<file path="config.mk">
export PLATFORM = sky130hd
export DESIGN_NAME = fb_write_sched
export DESIGN_NICKNAME = d
export VERILOG_FILES = /design/src/rtl/fb_write_sched.sv
export SDC_FILE = /design/constraint.sdc
export NUM_CORES = 1
export LEC_CHECK = 0
export ABC_AREA = 1
export CAP_MARGIN = 5
export CORE_MARGIN = 4
export CORE_UTILIZATION = 40
export CTS_BUF_LIST = sky130_fd_sc_hd__clkbuf_2
export CTS_CLUSTER_SIZE = 20
export DETAILED_ROUTE_END_ITERATION = 10
export HOLD_SLACK_MARGIN = 0.12
export PLACE_DENSITY = 0.77
export SETUP_SLACK_MARGIN = 0.1
export SYNTH_ARGS = -nofsm -noshare
export SYNTH_HDL_FRONTEND = slang
export SYNTH_SLANG_ARGS = --single-unit
</file>
<file path="constraint.sdc">
create_clock -name clk -period 2.3 [get_ports clk]
set_clock_uncertainty 0.15 [all_clocks]
set_input_delay 0.46 -clock clk [delete_from_list [all_inputs] [get_ports clk]]
set_output_delay 0.46 -clock clk [all_outputs]
set_load 0.005 [all_outputs]
</file>
<file path="src/rtl/fb_write_sched.sv">
// Framebuffer write scheduler: merges a cursor (draw) and a replay (load) pixel stream
// with round-robin arbitration, and preempts both with a full-screen raster clear sweep.
module fb_write_sched #(
  parameter int   H_RES       = 640,
  parameter int   V_RES       = 480,
  parameter logic CLEAR_COLOR = 1'b0
) (
  input  logic        clk,
  input  logic        reset_n,
  input  logic        clear_req,
  input  logic        draw_valid,
  input  logic [10:0] draw_x,
  input  logic [10:0] draw_y,
  output logic        draw_ready,
  input  logic        load_valid,
  input  logic [10:0] load_x,
  input  logic [10:0] load_y,
  input  logic        load_color,
  output logic        load_ready,
  output logic [10:0] fb_x,
  output logic [10:0] fb_y,
  output logic        fb_color,
  output logic        fb_write,
  output logic        busy_clear,
  output logic        clear_done
);

  localparam logic       IDLE       = 1'b0;
  localparam logic       CLEAR      = 1'b1;
  localparam logic       GRANT_DRAW = 1'b0;
  localparam logic       GRANT_LOAD = 1'b1;
  localparam logic [10:0] H_LIM     = 11'(H_RES);
  localparam logic [10:0] V_LIM     = 11'(V_RES);
  localparam logic [10:0] H_LAST    = 11'(H_RES - 1);
  localparam logic [10:0] V_LAST    = 11'(V_RES - 1);

  logic        state_q, state_d;
  logic [10:0] cx_q, cx_d;
  logic [10:0] cy_q, cy_d;
  logic        last_grant_q, last_grant_d;
  logic [10:0] fb_x_q, fb_x_d;
  logic [10:0] fb_y_q, fb_y_d;
  logic        fb_color_q, fb_color_d;
  logic        fb_write_q, fb_write_d;
  logic        clear_done_q, clear_done_d;
  logic        draw_grant, load_grant;
  logic        draw_in_range, load_in_range;

  assign draw_in_range = (draw_x < H_LIM) && (draw_y < V_LIM);
  assign load_in_range = (load_x < H_LIM) && (load_y < V_LIM);

  // Next-state: arbitration, clear sweep and the registered write port
  always_comb begin
    state_d      = state_q;
    cx_d         = cx_q;
    cy_d         = cy_q;
    last_grant_d = last_grant_q;
    fb_x_d       = fb_x_q;
    fb_y_d       = fb_y_q;
    fb_color_d   = fb_color_q;
    fb_write_d   = 1'b0;
    clear_done_d = 1'b0;
    draw_grant   = 1'b0;
    load_grant   = 1'b0;
    case (state_q)
      IDLE: begin
        if (clear_req) begin
          state_d = CLEAR;
          cx_d    = 11'd0;
          cy_d    = 11'd0;
        end else if (!reset_n) begin
          draw_grant = 1'b0;
          load_grant = 1'b0;
        end else if (draw_valid && load_valid) begin
          // Tie goes to whoever did not win the previous accepted transfer
          if (last_grant_q == GRANT_DRAW) begin
            load_grant = 1'b1;
          end else begin
            draw_grant = 1'b1;
          end
        end else begin
          draw_grant = draw_valid;
          load_grant = load_valid;
        end
      end
      CLEAR: begin
        fb_x_d     = cx_q;
        fb_y_d     = cy_q;
        fb_color_d = CLEAR_COLOR;
        fb_write_d = 1'b1;
        if (cx_q == H_LAST) begin
          cx_d = 11'd0;
          if (cy_q == V_LAST) begin
            state_d      = IDLE;
            cy_d         = 11'd0;
            clear_done_d = 1'b1;
          end else begin
            cy_d = cy_q + 11'd1;
          end
        end else begin
          cx_d = cx_q + 11'd1;
        end
      end
      default: begin
        state_d = IDLE;
      end
    endcase

    // Out-of-range pixels are still accepted, just never written
    if (draw_grant) begin
      last_grant_d = GRANT_DRAW;
      if (draw_in_range) begin
        fb_x_d     = draw_x;
        fb_y_d     = draw_y;
        fb_color_d = 1'b1;
        fb_write_d = 1'b1;
      end else begin
        fb_write_d = 1'b0;
      end
    end else if (load_grant) begin
      last_grant_d = GRANT_LOAD;
      if (load_in_range) begin
        fb_x_d     = load_x;
        fb_y_d     = load_y;
        fb_color_d = load_color;
        fb_write_d = 1'b1;
      end else begin
        fb_write_d = 1'b0;
      end
    end else begin
      last_grant_d = last_grant_q;
    end
  end

  // State registers with synchronous active-low reset
  always_ff @(posedge clk) begin
    if (!reset_n) begin
      state_q      <= IDLE;
      cx_q         <= 11'd0;
      cy_q         <= 11'd0;
      last_grant_q <= GRANT_DRAW;
      fb_x_q       <= 11'd0;
      fb_y_q       <= 11'd0;
      fb_color_q   <= 1'b0;
      fb_write_q   <= 1'b0;
      clear_done_q <= 1'b0;
    end else begin
      state_q      <= state_d;
      cx_q         <= cx_d;
      cy_q         <= cy_d;
      last_grant_q <= last_grant_d;
      fb_x_q       <= fb_x_d;
      fb_y_q       <= fb_y_d;
      fb_color_q   <= fb_color_d;
      fb_write_q   <= fb_write_d;
      clear_done_q <= clear_done_d;
    end
  end

  assign draw_ready = draw_grant;
  assign load_ready = load_grant;
  assign fb_x       = fb_x_q;
  assign fb_y       = fb_y_q;
  assign fb_color   = fb_color_q;
  assign fb_write   = fb_write_q;
  assign busy_clear = (state_q == CLEAR);
  assign clear_done = clear_done_q;

endmodule

</file>
Word level (Yosys, flattened, before mapping)
Cells that the tools add are included.
{"block": "word_totals", "ff_bits": 49, "input_bits": 50}
{"block": "classes", "eq_ne": 4, "reduce_logical": 6, "muxes": 41, "add_sub_neg": 2, "bitwise_logic": 2, "magnitude_cmp": 4}
{"cell": "11-bit two-way mux", "count": 14}
{"cell": "11-bit case mux with 2 select lines", "count": 2}
{"cell": "1-bit two-way mux", "count": 24}
{"cell": "11-bit by 1-bit adder with 11-bit output (second input constant)", "count": 2}
{"cell": "11-bit by 10-bit < comparator with 1-bit output (second input constant)", "count": 2}
{"cell": "11-bit by 9-bit < comparator with 1-bit output (second input constant)", "count": 2}
{"cell": "11-bit by 10-bit equality test with 1-bit output (second input constant)", "count": 1}
{"cell": "11-bit by 9-bit equality test with 1-bit output (second input constant)", "count": 1}
{"cell": "1-bit logical AND", "count": 3}
{"cell": "3-bit AND reduction", "count": 1}
{"cell": "2-bit by 1-bit inequality test with 1-bit output (second input constant)", "count": 1}
{"cell": "2-bit inequality test (second input constant)", "count": 1}
{"cell": "1-bit NOT", "count": 2}
{"cell": "1-bit case mux with 2 select lines", "count": 1}
{"cell": "2-bit AND reduction", "count": 1}
{"cell": "2-bit OR reduction", "count": 1}

Logic depth before layout (Yosys ltp)
{"block": "logic_depth", "word_depth": 7, "mapped_depth": 11, "depth_no_buf": 9}

Worst setup path before layout
No wires, ideal clock.
{"block": "synth_path", "kind": "in2out", "startpoint": "input port reset_n", "endpoint": "output port draw_ready", "required_time_ps": 1690, "path_stages": 6, "path_slack_ps": 465, "arrival_ps": 1225, "cell_sequence": "buf_2 nand2_4 buf_6 nor2_4 buf_6 buf_8"}
{"block": "synth_between", "elab_chain_cells": 3}
{"element": "start: declaration", "line": "9", "rtl": "input logic reset_n,"}
{"element": "1-bit two-way mux", "line": "71", "rtl": "end else if (!reset_n) begin"}
{"element": "1-bit two-way mux", "line": "67", "rtl": "if (clear_req) begin"}
{"element": "1-bit two-way mux", "line": "65", "rtl": "case (state_q)"}
{"element": "end: declaration", "line": "14", "rtl": "output logic draw_ready,"}
No other way between the ends.

Worst setup path in the final report
{"block": "layout_path", "startpoint": "input port load_valid", "endpoint": "output port draw_ready"}
{"block": "layout_between", "elab_chain_cells": 5}
{"element": "start: declaration", "line": "15", "rtl": "input logic load_valid,"}
{"element": "1-bit logical AND", "line": "74", "rtl": "end else if (draw_valid && load_valid) begin"}
{"element": "1-bit two-way mux", "line": "74"}
{"element": "1-bit two-way mux", "line": "71"}
{"element": "1-bit two-way mux", "line": "67"}
{"element": "1-bit two-way mux", "line": "65"}
No other way between the ends.

==> results.json <==
{
  "grt_usage_pct": 21.04,
  "design.core.area_sq_um": 7408,
  "io_buffers": 77,
  "cpMaxStageDelayCell": "clkdlybuf4s50_1",
  "fin_cells": 660,
  "worstPathMaxFanout": 2,
  "netlist.area_leader.share_pct": 31.42,
  "leakage_uw": 0.001707,
  "synth_top_area_cell": "dfxtp_1",
  "die-area_sq_um": 9281,
  "viasPerCell": 5.324,
  "insertion_delay_ns": 0.43,
  "hold_viol_final": 0,
  "path_clk_slew_ns": 0.22,
  "gp_congestion": 0.8497,
  "reg2reg_from": "cx_q[0]$_SDFFE_PN0P_",
  "crit_cells": 5,
  "switching_share_pct": 31.16,
  "die_y_microns": 96.34,
  "ioPinCount": 78,
  "dp_cells": 651,
  "min_to": "cy_q[8]$_SDFFE_PN0P_",
  "route.detailed.drc": 0,
  "final_area_sq_um": 4125,
  "routed_wl_microns": 9268,
  "layout-drive-gt1-share_pct": 10.87,
  "cp_num_buf_inv": 3,
  "syn_nets": 529,
  "row_count": 31,
  "holdPathStages": 2,
  "ys_seq_area_share_pct": 31.42,
  "r2r_cells": 8,
  "cp_top_family": "buffers and inverters",
  "layout.nets": 612,
  "grt_pass1_vias": 3480,
  "crit_chain": "clkdlybuf4s50_1 > inv_1 > o21ai_2 > nor2_4 > dlygate4sd2_1",
  "synth-xor-area-share_pct": 1.403,
  "drt_iter0_drc": 236,
  "min_path_type": "register to register",
  "post-route-min-period_ns": 2.098,
  "vdd_drop_max_mv": 0.1671,
  "p_seq_share_pct": 53.6,
  "r2r_end": "cy_q[0]$_SDFFE_PN0P_",
  "placed_cell_area_sq_um": 4073,
  "end_kind": "primary output",
  "synth_fa_ha_area_share_pct": 0.8016,
  "power_frac_comb_pct": 26.6,
  "start_util_pct": 42.14,
  "n_fill_cell": 699,
  "rsz0062_at_grt": "no",
  "clk_path_buf_depth": 2,
  "overflow": 0,
  "area_growth_pct": 32.14,
  "path_class": "primary input to primary output",
  "cts_max_level": 2,
  "pwr-share-clk_pct": 19.9,
  "finalCritPeriodShare_pct": 91.20,
  "synth_area_leaders": "dfxtp_1 (31%), nand2_1 (15%), nand3_1 (7.2%), inv_1 (6.7%), o21ai_0 (5.9%)",
  "p_per_area_nw_per_um2": 421.7,
  "synth_mux_area_share_pct": 0.3206,
  "max_freq_ghz": 0.4767,
  "synth_seq_cells": 49,
  "syn_inst": 477,
  "min_from": "cy_q[8]$_SDFFE_PN0P_",
  "ys_warn_count": 0,
  "grt_max_degree": 52,
  "outcome": "completed",
  "dp_slack_ns": -0.1873,
  "grt_pass1_wl_microns": 15780,
  "critPathRequiredTime_ns": 1.69,
  "antenna_found_initial": 0,
  "hpwl_microns": 7017,
  "synth_compound_area_share_pct": 13.95,
  "switchingPower_uw": 542.0,
  "holdBufCountCts": 0,
  "slew_viol_final": 0,
  "critPathMaxStageDelay_ns": 0.49,
  "vias": 3514,
  "cts_root_buffer": "clkbuf_2",
  "crit_arrival_ns": 1.49,
  "tritoncts.num_buffers": 5,
  "drtPass1Iterations": 5,
  "synth_top_family_by_area": "simple AND/OR/NAND/NOR gates",
  "startpoint_type": "primary input",
  "finalSetupViolCount": 0,
  "clock-sinks": 49,
  "synth_cell_types": 28,
  "diodes": 0,
  "avgSynthCellArea_sq_um": 6.545,
  "worst_slack_ns": 0.2024,
  "syn_area_sq_um": 3122,
  "dieWidth_microns": 96.34,
  "synth_simple_gate_area_share_pct": 41.16,
  "ant_nets": 0,
  "avgRoutedWirePerCell_microns": 14.04,
  "cts_tree": "built",
  "intPower_uw": 1198,
  "maxCapViolations": 0,
  "r2r_slack_ns": 0.43,
  "worstMarginPinSlew_ns": 0.4677,
  "max_slew_margin_pct": 68.82
}
==> synthesized netlist by cell type <==
cell,count
a21oi_1,21
a21oi_2,9
buf_2,6
buf_6,3
buf_8,1
clkbuf_1,13
dfxtp_1,49
ha_1,2
inv_1,56
inv_2,1
mux2i_1,1
nand2_1,128
nand2_4,1
nand3_1,45
nand3_2,10
nand3b_1,17
nand4_1,20
nor2_1,25
nor2_2,3
nor2_4,1
nor2_8,2
nor3_1,9
o21ai_0,37
o21ai_1,3
o22ai_1,7
o31ai_1,1
or2_2,1
xor2_1,5
==> power by group through the flow <==
stage,clock (uW),sequential (uW),combinational (uW)
2_1_floorplan,0,940,237
3_3_place_gp,0,946,447
3_5_place_dp,0,947,457
4_1_cts,353,930,461
5_1_grt,380,939,510
6_report,345,932,462
==> worst register-to-register path, cell delays in order (launching register included) <==
cell     delay [ns]
dfxtp_2        0.43
ha_1           0.26
nand2_1        0.11
nor2_1         0.14
nand3_1        0.16
nand2_1        0.15
nand2_2        0.14
o21ai_0        0.20
nor2_1         0.05
==> layout make-up <==
class | count | area [sq um] | share of cell area (%)
multi-input cells | 348 | 1808 | 43.83
flip-flops and latches | 49 | 985.9 | 23.90
repair buffers | 99 | 955.9 | 23.17
inverters | 57 | 214.0 | 5.187
well taps | 99 | 123.9 | 3.003
clock buffers | 5 | 25.02 | 0.6066
clock inverters | 3 | 12.51 | 0.3033
==> timing repair <==
item                       CTS  global route
setup endpoints to repair    2             1
gates resized for setup      8             2
pin swaps                    1             0
setup buffers                1             0
==> through the flow <==
step	hold WS [ns]	power (uW)	util, %	TNS [ns]
after CTS	0.3375	1745	55.63	0
after global placement	0.2999	1393	54.97	-1.057
after floorplan	0.2906	1177	-	0
after global routing	0.3794	1829	55.68	0
after detailed placement	0.3117	1404	54.97	-2.075
final	0.3338	1740	55.68	0
==> how the worst max path moves through the flow <==
stage                     from    endpoint  slack (ns)
finish              load_valid  draw_ready        0.20
global route        load_valid  draw_ready        0.14
CTS                 load_valid  draw_ready        0.20
detailed placement   clear_req  draw_ready       -0.19
global placement     clear_req  draw_ready       -0.17
floorplan              reset_n  draw_ready        0.47
==> per-layer routing <==
metal,part of all wire (%),GRT usage [%],routed length (microns),vias up
li1,-,-,-,1739
met1,44,27.87,4060,1604
met2,47,35.65,4338,156
met3,7.9,3.284,734,15
met4,1.5,5.257,135,0
met5,0,0,0,-
==> layout by cell type, fill, tap and decap left out, types with 2 or more instances in the layout <==
master and instances:
a21oi_1 21, xor2_1 5, nand3_1 45, nand2_1 126
nor2_2 3, buf_12 2, clkbuf_2 5, buf_4 20
clkdlybuf4s50_1 73, a21oi_2 9, nand3b_1 17, o21ai_0 36
nor3_1 9, nand3_2 10, ha_1 2, dlygate4sd2_1 4
nor2_1 25, dfxtp_1 47, inv_1 56, o22ai_1 7
nand2_2 2, nor2_8 2, clkinv_1 2, nand4_1 20
o21ai_1 3
==> logic make-up after synthesis <==
logic type               count (synthesis)
adder cells (fa/ha/maj)                  2
AND/OR/NAND/NOR                        262
multiplexers                             1
AO/OA/AOI/OAI                           78
XOR/XNOR                                 5
buffers and inverters                   80
flip-flops                              49
==> state kept, by name (all words and copies together) (netlist names) <==
name	cells
clear_done	1
cy_q	11
fb_y	11
fb_write	1
busy_clear	1
last_grant_q	1
fb_color	1
cx_q	11
fb_x	11
Power figures use the tool's default switching activity.
